## config.mk

```make
export PLATFORM = sky130hd
export DESIGN_NAME = bit_serializer
export DESIGN_NICKNAME = d
export VERILOG_FILES = /design/src/rtl/bit_serializer_pkg.sv /design/src/rtl/bit_serializer.sv
export SDC_FILE = /design/constraint.sdc
export NUM_CORES = 1
export LEC_CHECK = 0
export BUFFER_PORTS_ARGS = -buffer_cell sky130_fd_sc_hd__buf_4
export CAP_MARGIN = 15
export CELL_PAD_IN_SITES_DETAIL_PLACEMENT = 1
export CELL_PAD_IN_SITES_GLOBAL_PLACEMENT = 2
export CORE_ASPECT_RATIO = 1.75
export CORE_MARGIN = 1.5
export CORE_UTILIZATION = 34
export CTS_CLUSTER_SIZE = 14
export DETAILED_ROUTE_END_ITERATION = 8
export PLACE_DENSITY_LB_ADDON = 0.1
export SLEW_MARGIN = 20
export SYNTH_ARGS = -nofsm -noshare
export SYNTH_HDL_FRONTEND = slang
export SYNTH_SLANG_ARGS = --single-unit
```

## constraint.sdc

```tcl
create_clock -name clk -period 2.05 [get_ports clk]
set_clock_uncertainty 0.05 [all_clocks]
set_input_delay 0.615 -clock clk [delete_from_list [all_inputs] [get_ports clk]]
set_output_delay 0.615 -clock clk [all_outputs]
set_load 0.05 [all_outputs]
```

## src/rtl/bit_serializer_pkg.sv

```systemverilog
`default_nettype none
// ============================================================================
// bit_serializer_pkg : FSM state encoding and default word width.
// Optional macro: SERIALIZER_PARITY_EN adds the PARITY state.
// Revision: 1.0
// ============================================================================
package bit_serializer_pkg;

  localparam int c_DEFAULT_W = 8;

  typedef enum logic [1:0] {
    ST_IDLE   = 2'd0,
    ST_SHIFT  = 2'd1
`ifdef SERIALIZER_PARITY_EN
    ,ST_PARITY = 2'd2
`endif
  } state_t;

endpackage
`default_nettype wire

```

## src/rtl/bit_serializer.sv

```systemverilog
`default_nettype none
// ============================================================================
// bit_serializer : MSB-first parallel-to-serial converter with a one-word holding register.
// Optional macro: SERIALIZER_PARITY_EN appends an even-parity bit to every word.
// Revision: 1.0
// ============================================================================
module bit_serializer
  import bit_serializer_pkg::*;
#(
  parameter int W = c_DEFAULT_W
) (
  input  logic         clk,
  input  logic         rst,
  input  logic [W-1:0] din,
  input  logic         din_valid,
  output logic         din_ready,
  output logic         sout,
  output logic         sout_valid,
  output logic         word_done
);

  localparam int                 c_CNT_W   = (W > 1) ? $clog2(W) : 1;
  localparam logic [c_CNT_W-1:0] c_CNT_TOP = c_CNT_W'(W - 1);
  localparam logic [c_CNT_W-1:0] c_CNT_ONE = c_CNT_W'(1);

  state_t             r_state;
  logic [W-1:0]       r_shift;
  logic [W-1:0]       r_hold;
  logic               r_hold_full;
  logic [c_CNT_W-1:0] r_cnt;
  logic               r_sout;
  logic               r_sout_valid;
  logic               r_word_done;
  logic               r_din_ready;
`ifdef SERIALIZER_PARITY_EN
  logic               r_par;
`endif

  logic         w_accept;
  logic         w_idle;
  logic         w_final;
  logic         w_load_hold;
  logic         w_load_din;
  logic         w_load;
  logic         w_hold_full_nxt;
  logic [W-1:0] w_load_word;

  // r_cnt indexes the bit currently on sout; w_final marks the last bit of a word.
  always_comb begin
    w_accept = din_valid && r_din_ready;
    w_idle   = (r_state == ST_IDLE);
`ifdef SERIALIZER_PARITY_EN
    w_final  = (r_state == ST_PARITY);
`else
    w_final  = (r_state == ST_SHIFT) && (r_cnt == '0);
`endif
    w_load_hold = w_final && r_hold_full;
    w_load_din  = w_accept && (w_idle || w_final) && !r_hold_full;
    w_load      = w_load_hold || w_load_din;
    w_load_word = r_hold_full ? r_hold : din;
    if (w_load_hold)
      w_hold_full_nxt = 1'b0;
    else if (w_accept && !w_load_din)
      w_hold_full_nxt = 1'b1;
    else
      w_hold_full_nxt = r_hold_full;
  end

  always_ff @(posedge clk) begin
    if (rst) begin
      r_state      <= ST_IDLE;
      r_shift      <= '0;
      r_cnt        <= '0;
      r_sout       <= 1'b0;
      r_sout_valid <= 1'b0;
      r_word_done  <= 1'b0;
`ifdef SERIALIZER_PARITY_EN
      r_par        <= 1'b0;
`endif
    end else if (w_load) begin
      r_state      <= ST_SHIFT;
      r_sout       <= w_load_word[W-1];
      r_shift      <= {w_load_word[W-2:0], 1'b0};
      r_cnt        <= c_CNT_TOP;
      r_sout_valid <= 1'b1;
      r_word_done  <= 1'b0;
`ifdef SERIALIZER_PARITY_EN
      r_par        <= ^w_load_word;
`endif
    end else begin
      unique case (r_state)
        ST_SHIFT: begin
          if (r_cnt != '0) begin
            r_sout  <= r_shift[W-1];
            r_shift <= {r_shift[W-2:0], 1'b0};
            r_cnt   <= r_cnt - c_CNT_ONE;
`ifdef SERIALIZER_PARITY_EN
            r_word_done <= 1'b0;
`else
            r_word_done <= (r_cnt == c_CNT_ONE);
`endif
          end else begin
`ifdef SERIALIZER_PARITY_EN
            r_state     <= ST_PARITY;
            r_sout      <= r_par;
            r_word_done <= 1'b1;
`else
            r_state      <= ST_IDLE;
            r_sout       <= 1'b0;
            r_sout_valid <= 1'b0;
            r_word_done  <= 1'b0;
`endif
          end
        end
`ifdef SERIALIZER_PARITY_EN
        ST_PARITY: begin
          r_state      <= ST_IDLE;
          r_sout       <= 1'b0;
          r_sout_valid <= 1'b0;
          r_word_done  <= 1'b0;
        end
`endif
        default: begin
          r_state      <= ST_IDLE;
          r_sout       <= 1'b0;
          r_sout_valid <= 1'b0;
          r_word_done  <= 1'b0;
        end
      endcase
    end
  end

  // din_ready is registered from the next-cycle holding-register occupancy.
  always_ff @(posedge clk) begin
    if (rst) begin
      r_hold      <= '0;
      r_hold_full <= 1'b0;
      r_din_ready <= 1'b0;
    end else begin
      r_hold_full <= w_hold_full_nxt;
      r_din_ready <= !w_hold_full_nxt;
      if (w_accept && !w_load_din)
        r_hold <= din;
    end
  end

  assign din_ready  = r_din_ready;
  assign sout       = r_sout;
  assign sout_valid = r_sout_valid;
  assign word_done  = r_word_done;

endmodule
`default_nettype wire

```

== Yosys cells after proc, flatten, opt, wreduce, memory -nomap -nowiden ==
Cells that the tools add are included.
W data, S select, Z words.

* Register bits: 24
* Output and inout port bits: 4
* Word-level logic and storage cells: 50

* Add/subtract/negate cells: 1
* Equal/unequal tests: 2
* Mux-type cells: 18
* Bitwise logic cells: 2
* Reduce and logical (&&, ||, !) cells: 18

{| class="wikitable"
|+ Operator list
! cell !! count
|-
| $mux W8 || 4
|-
| $mux W1 || 11
|-
| $mux W3 || 3
|-
| $logic_and A1 B1 Y1 || 6
|-
| $reduce_bool A2 Y1 || 2
|-
| $reduce_or A4 Y1 || 1
|-
| $eq A3 B1 Y1 const B || 1
|-
| $logic_not A1 Y1 || 3
|-
| $logic_not A3 Y1 || 1
|-
| $ne A3 B3 Y1 const B || 1
|-
| $reduce_bool A3 Y1 || 1
|-
| $sub A3 B1 Y3 const B || 1
|-
| $logic_not A2 Y1 || 1
|-
| $logic_or A1 B1 Y1 || 2
|-
| $not A1 Y1 || 2
|-
| $reduce_and A2 Y1 || 1
|}

== Logic depth before layout (Yosys ltp) ==
* Depth after elaboration: 10
* Gate-level depth with buffers: 8
* Depth with buffers taken out: 6

== Worst setup path after synthesis ==
Ideal clock, no wire load.

* Path kind: reg-to-reg
* From: register r_din_ready (netlist: din_ready)
* To: register r_shift[1]
* Library setup time: 0.103 ns
* Arrival time: 1.509 ns
* Required time: 1.897 ns
* Slack: 0.388 ns
* Cell stages (with the launch flop): 6
* Buffers on the path: 1
* Period minus slack after synthesis: 1.662 ns
* Cell sequence: dfxtp_1 -> and3b_1 -> buf_6 -> a21o_1 -> nor2_2 -> a2111oi_2

* Longest elaborated chain between the ends: 6
* Elaborated cells on any way between the ends: 8

{| class="wikitable"
|+ Ends and longest elaborated chain
! item !! RTL line !! source
|-
| from (decl) || bit_serializer.sv:34 || <nowiki>logic r_din_ready;</nowiki>
|-
| from (signal assigned) || bit_serializer.sv:141 || <nowiki>r_din_ready <= !w_hold_full_nxt;</nowiki>
|-
| $logic_and A1 B1 Y1 * || bit_serializer.sv:50 || <nowiki>w_accept = din_valid && r_din_ready;</nowiki>
|-
| $logic_and A1 B1 Y1 * (2 in a row) || bit_serializer.sv:58 || <nowiki>w_load_din = w_accept && (w_idle || w_final) && !r_hold_full;</nowiki>
|-
| $logic_or A1 B1 Y1 * || bit_serializer.sv:59 || <nowiki>w_load = w_load_hold || w_load_din;</nowiki>
|-
| $reduce_bool A2 Y1 (no source line) || -- ||
|-
| $reduce_and A2 Y1 (no source line) || -- ||
|-
| to (signal assigned) || bit_serializer.sv:83 || <nowiki>r_shift <= {w_load_word[W-2:0], 1'b0};</nowiki>
|-
| to (signal assigned) || bit_serializer.sv:95 || <nowiki>r_shift <= {r_shift[W-2:0], 1'b0};</nowiki>
|-
| to (decl) || bit_serializer.sv:27 || <nowiki>logic [W-1:0] r_shift;</nowiki>
|}

Mark *: on every way between the ends. The rest lies on a longest branch, timed or not.
A chain may end at the register's enable or synchronous reset.

== Final worst setup path ==
* From: register r_cnt[0]
* To: register r_hold[7]

* Longest elaborated chain between the ends: 7

{| class="wikitable"
|+ Ends and longest elaborated chain
! item !! RTL line !! source
|-
| from (decl) || bit_serializer.sv:30 || <nowiki>logic [c_CNT_W-1:0] r_cnt;</nowiki>
|-
| from (signal assigned) || bit_serializer.sv:84 || <nowiki>r_cnt <= c_CNT_TOP;</nowiki>
|-
| from (signal assigned) || bit_serializer.sv:96 || <nowiki>r_cnt <= r_cnt - c_CNT_ONE;</nowiki>
|-
| $logic_not A3 Y1 || bit_serializer.sv:55 || <nowiki>w_final = (r_state == ST_SHIFT) && (r_cnt == '0);</nowiki>
|-
| $logic_and A1 B1 Y1 || bit_serializer.sv:55 ||
|-
| $logic_or A1 B1 Y1 || bit_serializer.sv:58 ||
|-
| $logic_and A1 B1 Y1 (2 in a row) || bit_serializer.sv:58 ||
|-
| $logic_not A1 Y1 || bit_serializer.sv:142 || <nowiki>if (w_accept && !w_load_din)</nowiki>
|-
| $logic_and A1 B1 Y1 || bit_serializer.sv:142 ||
|-
| to (signal assigned) || bit_serializer.sv:143 || <nowiki>r_hold <= din;</nowiki>
|-
| to (decl) || bit_serializer.sv:28 || <nowiki>logic [W-1:0] r_hold;</nowiki>
|}

Every way passes these cells.

==> results.json <==
{
  "cts_num_sinks": 23,
  "syn-num-nets": 133,
  "final_cell_area_mm2": 0.00132,
  "timing_worst_setup_path_type": "reg2reg",
  "grt_pass1_wl_mm": 4.63,
  "worst_setup_hold_path_clk_slew_ns": 0.08,
  "run_status": "complete, no violations",
  "hpwlAfterDp_mm": 1.90,
  "synth.cell_area_mm2": 0.00111,
  "synth_fa_ha_area_frac": 0.0339,
  "max_clock_freq_mhz": 578,
  "cts.htree.levels": 1,
  "synth_top_cells_by_area": "sky130_fd_sc_hd__dfxtp_1, sky130_fd_sc_hd__nand2b_1, sky130_fd_sc_hd__mux2i_1",
  "pin_count": 15,
  "synth-compound-area-share": 0.155,
  "pre_cts_slack_ns": 0.183,
  "worst_setup_path_start_kind": "flip-flop",
  "detailed_place.area_mm2": 0.00127,
  "postRouteWirelength_mm": 2.66,
  "worst_case_clock_buffer_depth": 2,
  "core_area_mm2": 0.00314,
  "postCtsResizedCells": 0,
  "dr_vias_cell": 5.19,
  "dominantRegCellSynth": "sky130_fd_sc_hd__dfxtp_1",
  "ys_types": 29,
  "detail_route.drc_violations": 0,
  "synthXorXnorAreaFrac": 0,
  "max-vdd-ir-drop_uv": 470,
  "overflow": 0,
  "clk-insertion-delay-late_ns": 0.26,
  "num_cts_buffers": 3,
  "antenna_found_initial": 0,
  "post-synth-top-area-fraction": 0.415,
  "synthesis.area_per_instance_um2": 9.32,
  "final_wtd_congestion": 0.723,
  "ant_nets": 0,
  "grt_start_max_net_pins": 32,
  "power.density_mw_per_mm2": 743,
  "yosysSeqAreaShare": 0.415,
  "first_pass_iters": 7,
  "root_buffer_cell": "sky130_fd_sc_hd__clkbuf_8",
  "layout_worst_path_cycle_share": 0.843,
  "post_cts.repair.setup_buffers": 0,
  "post_synth_mux_area_share": 0.0914,
  "max_transition_viols_final": 0,
  "grt_use_total": 0.172,
  "arrival_ns": 1.87,
  "fin_nets": 150,
  "tightest_slew_ns": 0.395,
  "post_synth_and_or_nand_nor_area_fraction": 0.248,
  "timing.critical_path.fanout_max": 7,
  "max-slew-margin-rel": 0.737,
  "cts_tree": "done",
  "die-height_um": 78.5,
  "max_cap_violations": 0,
  "number_of_enable_flip_flop_cells_after_synthesis": 0,
  "multiInputGateArea_um2": 586,
  "first_global_vias": 1002,
  "drt_initial_violations": 26,
  "power.static_leakage_nw": 0.530,
  "final_setup_vio_count": 0,
  "main_combinational_cell_family_by_area_after_synthesis": "simple AND/OR/NAND/NOR gates",
  "finalWorstPathRequiredPeriod_ns": 1.73,
  "synth_seq_cells": 23,
  "setup_tns_ns": 0,
  "postSynthCellCount": 119,
  "worst_hold_path_type": "reg2reg",
  "power_mw": 0.980,
  "cts_hold_buf": 0,
  "fin_ws_ns": 0.321,
  "finish.utilization": 0.420,
  "detailroute.via_count": 923,
  "post_drt_wl_per_cell_um": 14.9,
  "initial_core_utilization": 0.353,
  "finalHoldViolations": 0,
  "final_layout_size_suffix_gt1_frac": 0.207,
  "diodes": 0,
  "yosysWarningCount": 0,
  "dominant_cell_type_by_area_after_synthesis": "sky130_fd_sc_hd__dfxtp_1",
  "synthArstFlopShare": 0,
  "synthToLayoutAreaGrowth_pct": 19.0,
  "floorplan.die.width_um": 46.2,
  "rows": 27,
  "sequential_cell_area_um2": 460,
  "filler_cell_count": 394,
  "dieArea_mm2": 0.00363,
  "portbufs": 14,
  "setup_repair_after_global_routing_missed_its_margin": "no",
  "worstPathRequired_ns": 2.19,
  "endpoint_kind": "flip-flop"
}
[per-stage QoR]
step / std cells / hold slack, ns
3_3_place_gp: 174 / 0.406
4_1_cts: 178 / 0.431
6_report: 178 / 0.422
2_1_floorplan: 119 / 0.382
3_5_place_dp: 174 / 0.415
5_1_grt: 178 / 0.450
[final cells by class]
cell class,instances,share of cell area
inverter,3,0.00854
sequential,23,0.349
clock buffer,4,0.0342
timing repair buffer,20,0.123
multi-input combinational,85,0.444
tap,43,0.0408
[cells by family after synthesis]
family	count (synthesis)
simple gates	52
flops	23
compound gates	20
buf+inv	11
mux	10
fa+ha+maj	3
[state kept, by name (all words and copies together) (netlist names)]
name and cells:
r_hold 8, r_shift 7, r_cnt 3, din_ready 1, r_hold_full 1, r_state 1
sout 1, word_done 1
[worst paths after layout]
path	startpoint	to	slack [ns]	cells past startpoint
worst max register to register	r_cnt[0]$_SDFFE_PP0P_	r_hold[7]$_SDFFE_PP0P_	0.32	7
worst max-delay path	r_cnt[0]$_SDFFE_PP0P_	r_hold[7]$_SDFFE_PP0P_	0.32	7
worst min-delay path	r_hold[0]$_SDFFE_PP0P_	r_hold[0]$_SDFFE_PP0P_	0.42	2
worst min register to register	r_hold[0]$_SDFFE_PP0P_	r_hold[0]$_SDFFE_PP0P_	0.42	2
[power breakdown]
part / total, mW / switching, mW / internal [mW]
clock: 0.281 / 0.143 / 0.139
sequential: 0.494 / 0.0203 / 0.474
combinational: 0.204 / 0.114 / 0.0905
total: 0.980 / 0.277 / 0.703
[critical path, stage by stage (launching register included)]
cell and delay [ns]:
sky130_fd_sc_hd__dfxtp_1 0.39, sky130_fd_sc_hd__inv_1 0.08, sky130_fd_sc_hd__ha_1 0.23, sky130_fd_sc_hd__nor2b_1 0.17, sky130_fd_sc_hd__nor2b_4 0.13, sky130_fd_sc_hd__o211a_1 0.25
sky130_fd_sc_hd__buf_12 0.16, sky130_fd_sc_hd__mux2i_1 0.18
[metal layers]
metal / vias up / wire [um] / global-route usage
li1: 452 / - / -
met1: 458 / 1130 / 0.225
met2: 11 / 1450 / 0.282
met3: 2 / 54 / 0.0207
met4: 0 / 23 / 0.0514
met5: - / 0 / 0
[cell usage after synthesis, types with 2 or more instances]
| cell type | number |
|---|---|
| sky130_fd_sc_hd__a211oi_1 | 2 |
| sky130_fd_sc_hd__a21o_1 | 2 |
| sky130_fd_sc_hd__a21oi_1 | 4 |
| sky130_fd_sc_hd__a222oi_1 | 6 |
| sky130_fd_sc_hd__buf_2 | 2 |
| sky130_fd_sc_hd__buf_6 | 2 |
| sky130_fd_sc_hd__clkbuf_1 | 3 |
| sky130_fd_sc_hd__dfxtp_1 | 23 |
| sky130_fd_sc_hd__ha_1 | 3 |
| sky130_fd_sc_hd__inv_1 | 3 |
| sky130_fd_sc_hd__mux2i_1 | 9 |
| sky130_fd_sc_hd__nand2_1 | 13 |
| sky130_fd_sc_hd__nand2b_1 | 16 |
| sky130_fd_sc_hd__nor2_1 | 7 |
| sky130_fd_sc_hd__nor2b_1 | 2 |
| sky130_fd_sc_hd__nor3_1 | 9 |
[cells in the final DEF, fill, tap and decap left out]
cell type,n
sky130_fd_sc_hd__a2111oi_2,1
sky130_fd_sc_hd__a211oi_1,2
sky130_fd_sc_hd__a21o_1,2
sky130_fd_sc_hd__a21oi_1,4
sky130_fd_sc_hd__a21oi_4,1
sky130_fd_sc_hd__a221oi_1,1
sky130_fd_sc_hd__a222oi_1,6
sky130_fd_sc_hd__a31oi_1,1
sky130_fd_sc_hd__and3b_1,1
sky130_fd_sc_hd__buf_12,1
sky130_fd_sc_hd__buf_4,19
sky130_fd_sc_hd__clkbuf_1,1
sky130_fd_sc_hd__clkbuf_8,3
sky130_fd_sc_hd__dfxtp_1,23
sky130_fd_sc_hd__ha_1,3
sky130_fd_sc_hd__inv_1,3
sky130_fd_sc_hd__mux2_2,1
sky130_fd_sc_hd__mux2i_1,9
sky130_fd_sc_hd__nand2_1,13
sky130_fd_sc_hd__nand2b_1,16
sky130_fd_sc_hd__nand3_1,1
sky130_fd_sc_hd__nor2_1,7
sky130_fd_sc_hd__nor2_2,1
sky130_fd_sc_hd__nor2b_1,2
sky130_fd_sc_hd__nor2b_4,1
sky130_fd_sc_hd__nor3_1,9
sky130_fd_sc_hd__nor4b_1,1
sky130_fd_sc_hd__o211a_1,1
sky130_fd_sc_hd__o21ai_1,1
Note: power is estimated with default switching activity, not from simulation.
